===== config.mk =====
export PLATFORM = sky130hd
export DESIGN_NAME = clock_manager
export DESIGN_NICKNAME = d
export VERILOG_FILES = /design/src/rtl/clock_manager.sv
export SDC_FILE = /design/constraint.sdc
export NUM_CORES = 1
export LEC_CHECK = 0
export CAP_MARGIN = 20
export CORE_MARGIN = 2
export CORE_UTILIZATION = 47
export DETAILED_ROUTE_END_ITERATION = 16
export PLACE_DENSITY = 0.8
export SETUP_SLACK_MARGIN = 0.05
export SYNTH_ARGS = -nofsm -noshare
export SYNTH_HDL_FRONTEND = slang
export SYNTH_SLANG_ARGS = --single-unit

===== constraint.sdc =====
create_clock -name clock -period 3.2 [get_ports clock]
set_clock_uncertainty 0.2 [all_clocks]
set_input_delay 0.48 -clock clock [delete_from_list [all_inputs] [get_ports clock]]
set_output_delay 0.48 -clock clock [all_outputs]
set_load 0.01 [all_outputs]

===== src/rtl/clock_manager.sv =====
// Clock/reset manager: synchronises PLL lock, sequences the system reset release
// and produces per-channel clock-enable strobes from phase-accumulator dividers.
module clock_manager #(
    parameter int CHANNELS    = 2,
    parameter int ACC_WIDTH   = 16,
    parameter int LOCK_STABLE = 1024,
    parameter int RESET_HOLD  = 16
) (
    input  logic                          clock,
    input  logic                          reset_n,
    input  logic                          pll_locked,
    input  logic [CHANNELS*ACC_WIDTH-1:0] increment,
    input  logic                          lock_lost_clear,
    output logic [CHANNELS-1:0]           enable_out,
    output logic                          sys_reset_n,
    output logic                          lock_lost
);

    localparam int MAX_COUNT = (LOCK_STABLE > RESET_HOLD) ? LOCK_STABLE : RESET_HOLD;
    localparam int CNT_WIDTH = ($clog2(MAX_COUNT) < 1) ? 1 : $clog2(MAX_COUNT);
    localparam logic [CNT_WIDTH-1:0] STABLE_LAST = CNT_WIDTH'(LOCK_STABLE - 1);
    localparam logic [CNT_WIDTH-1:0] HOLD_LAST   = CNT_WIDTH'(RESET_HOLD - 1);

    generate
        if (CHANNELS < 1) begin : g_bad_channels
            $error("clock_manager: CHANNELS must be at least 1");
        end
        if (ACC_WIDTH < 2 || ACC_WIDTH > 32) begin : g_bad_acc_width
            $error("clock_manager: ACC_WIDTH must be in 2..32");
        end
        if (LOCK_STABLE < 1) begin : g_bad_lock_stable
            $error("clock_manager: LOCK_STABLE must be at least 1");
        end
        if (RESET_HOLD < 1) begin : g_bad_reset_hold
            $error("clock_manager: RESET_HOLD must be at least 1");
        end
    endgenerate

    typedef enum logic [1:0] {
        WAIT_LOCK = 2'd0,
        STABILISE = 2'd1,
        HOLD      = 2'd2,
        RUN       = 2'd3
    } state_t;

    state_t                             state;
    state_t                             state_next;
    logic [CNT_WIDTH-1:0]               counter;
    logic [CNT_WIDTH-1:0]               counter_next;
    logic                               sync_meta;
    logic                               locked_s;
    logic [CHANNELS-1:0][ACC_WIDTH-1:0] acc;
    logic [CHANNELS-1:0][ACC_WIDTH-1:0] acc_next;
    logic [CHANNELS-1:0]                enable_next;
    logic [ACC_WIDTH:0]                 sum_wide [CHANNELS];
    logic                               sys_reset_next;
    logic                               lock_lost_next;

    // pll_locked is asynchronous to clock, so it only enters the design through two flops.
    always_ff @(posedge clock or negedge reset_n) begin
        if (!reset_n) begin
            sync_meta <= 1'b0;
            locked_s  <= 1'b0;
        end else begin
            sync_meta <= pll_locked;
            locked_s  <= sync_meta;
        end
    end

    always_ff @(posedge clock or negedge reset_n) begin
        if (!reset_n) begin
            state   <= WAIT_LOCK;
            counter <= '0;
        end else begin
            state   <= state_next;
            counter <= counter_next;
        end
    end

    always_comb begin
        state_next   = state;
        counter_next = counter;
        case (state)
            WAIT_LOCK: begin
                if (locked_s) begin
                    state_next   = STABILISE;
                    counter_next = '0;
                end
            end
            STABILISE: begin
                if (!locked_s) begin
                    state_next   = WAIT_LOCK;
                    counter_next = '0;
                end else if (counter == STABLE_LAST) begin
                    state_next   = HOLD;
                    counter_next = '0;
                end else begin
                    counter_next = counter + CNT_WIDTH'(1);
                end
            end
            HOLD: begin
                if (!locked_s) begin
                    state_next   = WAIT_LOCK;
                    counter_next = '0;
                end else if (counter == HOLD_LAST) begin
                    state_next   = RUN;
                    counter_next = '0;
                end else begin
                    counter_next = counter + CNT_WIDTH'(1);
                end
            end
            RUN: begin
                if (!locked_s) begin
                    state_next   = WAIT_LOCK;
                    counter_next = '0;
                end
            end
            default: begin
                state_next   = WAIT_LOCK;
                counter_next = '0;
            end
        endcase
    end

    // The extra top bit of each sum is the carry that becomes that channel's strobe.
    genvar gi;
    generate
        for (gi = 0; gi < CHANNELS; gi++) begin : g_sum
            assign sum_wide[gi] = {1'b0, acc[gi]} + {1'b0, increment[gi*ACC_WIDTH +: ACC_WIDTH]};
        end
    endgenerate

    // Outputs follow the next state so enables start on HOLD entry and stop on the edge leaving RUN.
    always_comb begin
        acc_next       = '0;
        enable_next    = '0;
        sys_reset_next = (state_next == RUN);
        lock_lost_next = lock_lost;
        if (state_next == HOLD || state_next == RUN) begin
            for (int i = 0; i < CHANNELS; i++) begin
                acc_next[i]    = sum_wide[i][ACC_WIDTH-1:0];
                enable_next[i] = sum_wide[i][ACC_WIDTH];
            end
        end
        if (lock_lost_clear) begin
            lock_lost_next = 1'b0;
        end
        if (state == RUN && state_next == WAIT_LOCK) begin
            lock_lost_next = 1'b1;
        end
    end

    always_ff @(posedge clock or negedge reset_n) begin
        if (!reset_n) begin
            acc         <= '0;
            enable_out  <= '0;
            sys_reset_n <= 1'b0;
            lock_lost   <= 1'b0;
        end else begin
            acc         <= acc_next;
            enable_out  <= enable_next;
            sys_reset_n <= sys_reset_next;
            lock_lost   <= lock_lost_next;
        end
    end

endmodule


==> out/qor.txt <==
RUN STATUS
-------------------------------------------------------------------------------------
Result of the run                                                           completed

SETUP PATH
-------------------------------------------------------------------------------------
Reg-to-reg critical path startpoint                                      acc[16]$_DFF_PN0_
Endpoint of the worst register-to-register path                          enable_out[1]$_DFF_PN0_
Crit path max fanout                                                                4
Crit start category                                                      primary input
Critical Path Sink Type                                                      register
Req. time, crit path                                                          3.20 ns
Critical path type                                                             in2reg
End point of the critical path                                           acc[14]$_DFF_PN0_
Beginning of the critical path                                           increment[0]
Worst-case register-to-register setup slack                                   0.76 ns
Signal arrival time at the worst endpoint                                     2.72 ns
Count of cells along the worst register-to-register path                            8

POWER AND IR DROP
-------------------------------------------------------------------------------------
Switching share of power                                                        0.287
NetSw                                                                          361 uW
Combinational share of power                                                    0.193
Worst supply voltage drop on vdd                                             0.140 mV
Power per unit of standard cell area                                      321 nW/um^2
Clock Power Share                                                               0.285
LEAKAGE                                                                       1.87 nW
Internal power summed over all cells                                           896 uW
Reg power frac                                                                  0.522
Total Power Consumption                                                       1.26 mW

GRT
-------------------------------------------------------------------------------------
All-Layer GR Usage                                                              0.195
Initial antenna violation count                                                     0
Pin count of the biggest net entering global routing                               39
Sum of overflow across all layers after global routing                              0
Number of global-route vias before repair                                       2,805
First-pass GRT wire length                                                  12,000 um

PLACEMENT
-------------------------------------------------------------------------------------
Sum of net half-perimeters after detailed placement                           5150 um
Worst slack after detailed placement                                         0.181 ns
Count of input and output buffers                                                  39
Final Wtd Congestion                                                            0.883
Count of placed standard cells including taps                                     483

JOB
-------------------------------------------------------------------------------------
Maxcap violations                                                                   0

LAYOUT
-------------------------------------------------------------------------------------
Most frequent cells in the layout                                        dfrtp_1 (50), nor2_1 (41), ha_1 (38), clkdlybuf4s50_1 (38), a21oi_1 (23)
Inserted Diodes                                                                     0
Proportion of layout cells with a drive suffix above 1                         0.0711
Area overhead of the layout relative to synthesis                               17.8%
Post-layout instance count excluding filler cells                                 490
Layout Nets                                                                       470
Most common cell after layout, fill and taps aside                            dfrtp_1

SYNTH
-------------------------------------------------------------------------------------
Post-Synthesis Net Count                                                          425
Number of flops mapped to enable cells by yosys                                     0
Number of flip-flops and latches in the synthesized netlist                        50
Synthesized instance count                                                        349
Number of warnings printed during yosys synthesis                                   0
Async set or reset register ratio after synthesis                                1.00
Mean Syn Cell Area                                                          9.53 um^2
Post-synth top flop                                                           dfrtp_1
Count of cell types in the netlist                                                 54
Portion of the post-synthesis area used by sequential elements                  0.376
Post-Syn Area                                                               3330 um^2

TIMING
-------------------------------------------------------------------------------------
Worst Hold Margin                                                           0.0630 ns
Fmax                                                                          368 MHz
Count of final max-slew check failures                                              0
Minimum clock period after layout                                             2.72 ns
Post-Route Setup TNS                                                             0 ns
Headroom to the max-slew limit                                                  0.436
Worst Max-Slew Pin Slew                                                      0.841 ns
Period utilization                                                              0.849
Setup-failing EPs final                                                             0
Final hold violations                                                               0
Unrepaired setup endpoints after global routing                                 false
Slack of the critical path                                                   0.482 ns

ROUTING
-------------------------------------------------------------------------------------
DRC violations left                                                                 0
Via-per-instance ratio                                                           5.50
Total length of routed wires                                                  6730 um
First drt pass iteration count                                                      4
Count of routing violations after the opening detailed-route iteration             90
Wire per inst                                                                 13.7 um
Via Count                                                                       2,693
Final ANT Viol Nets                                                                 0

DIE
-------------------------------------------------------------------------------------
Chip height                                                                   88.1 um
Initial standard-cell utilization of the core                                   0.487
Die Outline Area                                                            7770 um^2
Die W                                                                         88.1 um
Row Count                                                                          30
Total core area                                                             6830 um^2
Top-level I/O count                                                                40

CTS
-------------------------------------------------------------------------------------
Sinks on the clock net                                                             50
Clock tree from TritonCTS                                                         yes
CTS Root Buffer Type                                                         clkbuf_8
Deepest clock path buffer count                                                     2
H-tree depth                                                                        2
Num CTS Buffers                                                                     5
Clock latency reported for the late side of the worst-skew pair               0.31 ns
Setup repair bufs after CTS                                                         0
Hold Buf Count CTS                                                                  0
Number of gates resized after cts                                                   0
Clock-pin slew on the worst setup and hold paths                              0.09 ns

HOLD PATH
-------------------------------------------------------------------------------------
Worst Hold Class                                                             in2async

## final cells by class
cell class,count,area [um^2]
Clock buffer,5,68.8
Timing Repair Buffer,43,415
Sequential cell,50,1250
Inverter,15,56.3
Clock inverter,2,10.0
Multi-Input combinational cell,279,1990
Fill cell,616,2920
Tap cell,96,120
## logic make-up (layout without fill, tap and decap cells)
logic type | after synthesis | count (layout) | synth area share
multiplexers | 2 | 2 | 0.00640
AND/OR/NAND/NOR | 112 | 112 | 0.173
AO/OA/AOI/OAI | 106 | 106 | 0.216
adder cells (fa/ha/maj) | 40 | 40 | 0.155
buffers and inverters | 20 | 65 | 0.0241
XOR/XNOR | 19 | 19 | 0.0500
flip-flops | 50 | 50 | 0.376
## through the flow
stage / util / cell area, um^2
6_report: 0.573 / 3920
5_1_grt: 0.573 / 3920
4_1_cts: 0.573 / 3920
3_5_place_dp: 0.562 / 3840
3_3_place_gp: 0.562 / 3840
2_1_floorplan: - / 3330
## how the worst min path moves through the flow
stage | startpoint | endpoint | slack [ns] | cells after the start
3_5_place_dp | sync_meta$_DFF_PN0_ | locked_s$_DFF_PN0_ | 0.14 | 0
2_1_floorplan | reset_n | acc[0]$_DFF_PN0_ | -0.02 | 0
6_report | reset_n | counter[7]$_DFFE_PN0P_ | 0.06 | 1
4_1_cts | reset_n | counter[7]$_DFFE_PN0P_ | 0.10 | 1
3_3_place_gp | sync_meta$_DFF_PN0_ | locked_s$_DFF_PN0_ | 0.14 | 0
5_1_grt | reset_n | counter[7]$_DFFE_PN0P_ | 0.14 | 1
## worst max-delay path: stages
cell and delay, ns:
clkdlybuf4s50_1 0.46, ha_1 0.20, inv_1 0.07, fa_1 0.39, nand2b_1 0.18, a21oi_1 0.28
o221a_4 0.28, nand3b_1 0.15, nand3_1 0.08, nor3b_2 0.15
## power groups by stage
stage	sequential, mW	combinational (mW)	clock (mW)
floorplan	0.666	0.151	0
global placement	0.669	0.232	0
detailed placement	0.669	0.242	0
finish	0.656	0.242	0.358
global route	0.659	0.277	0.390
CTS	0.657	0.243	0.373
## sequential cells by signal, summed over array words and instances (netlist names)
signal       cells
lock_lost        1
locked_s         1
state            2
counter         10
sys_reset_n      1
acc             32
sync_meta        1
enable_out       2
## synthesized netlist by cell type, drive strengths merged (2+ instances only)
master	count	area, um^2
dfrtp	50	1250
nor2	41	154
ha	38	475
o21ai	27	135
a21oi	23	115
nand2	22	82.6
inv	15	56.3
xor2	14	123
nor3	11	80.1
a21o	9	67.6
o21a	8	60.1
nand4	7	43.8
nand3	6	30.0
o31ai	6	50.1
a211oi	5	47.5
a31oi	5	31.3
nor2b	5	31.3
o211ai	5	37.5
xnor2	5	43.8
a21boi	4	30.0
and2	4	25.0
nand2b	4	25.0
or3	4	25.0
clkbuf	3	11.3
o31a	3	27.5
and3	2	12.5
and4	2	17.5
buf	2	12.5
fa	2	40.0
o41ai	2	25.0
## metal layers
layer,global-route usage,part of all wire
met1,0.240,0.46
met2,0.351,0.49
met3,0.0283,0.035
met4,0.0606,0.013
met5,0,0
Note: power is estimated with default switching activity, not from simulation.
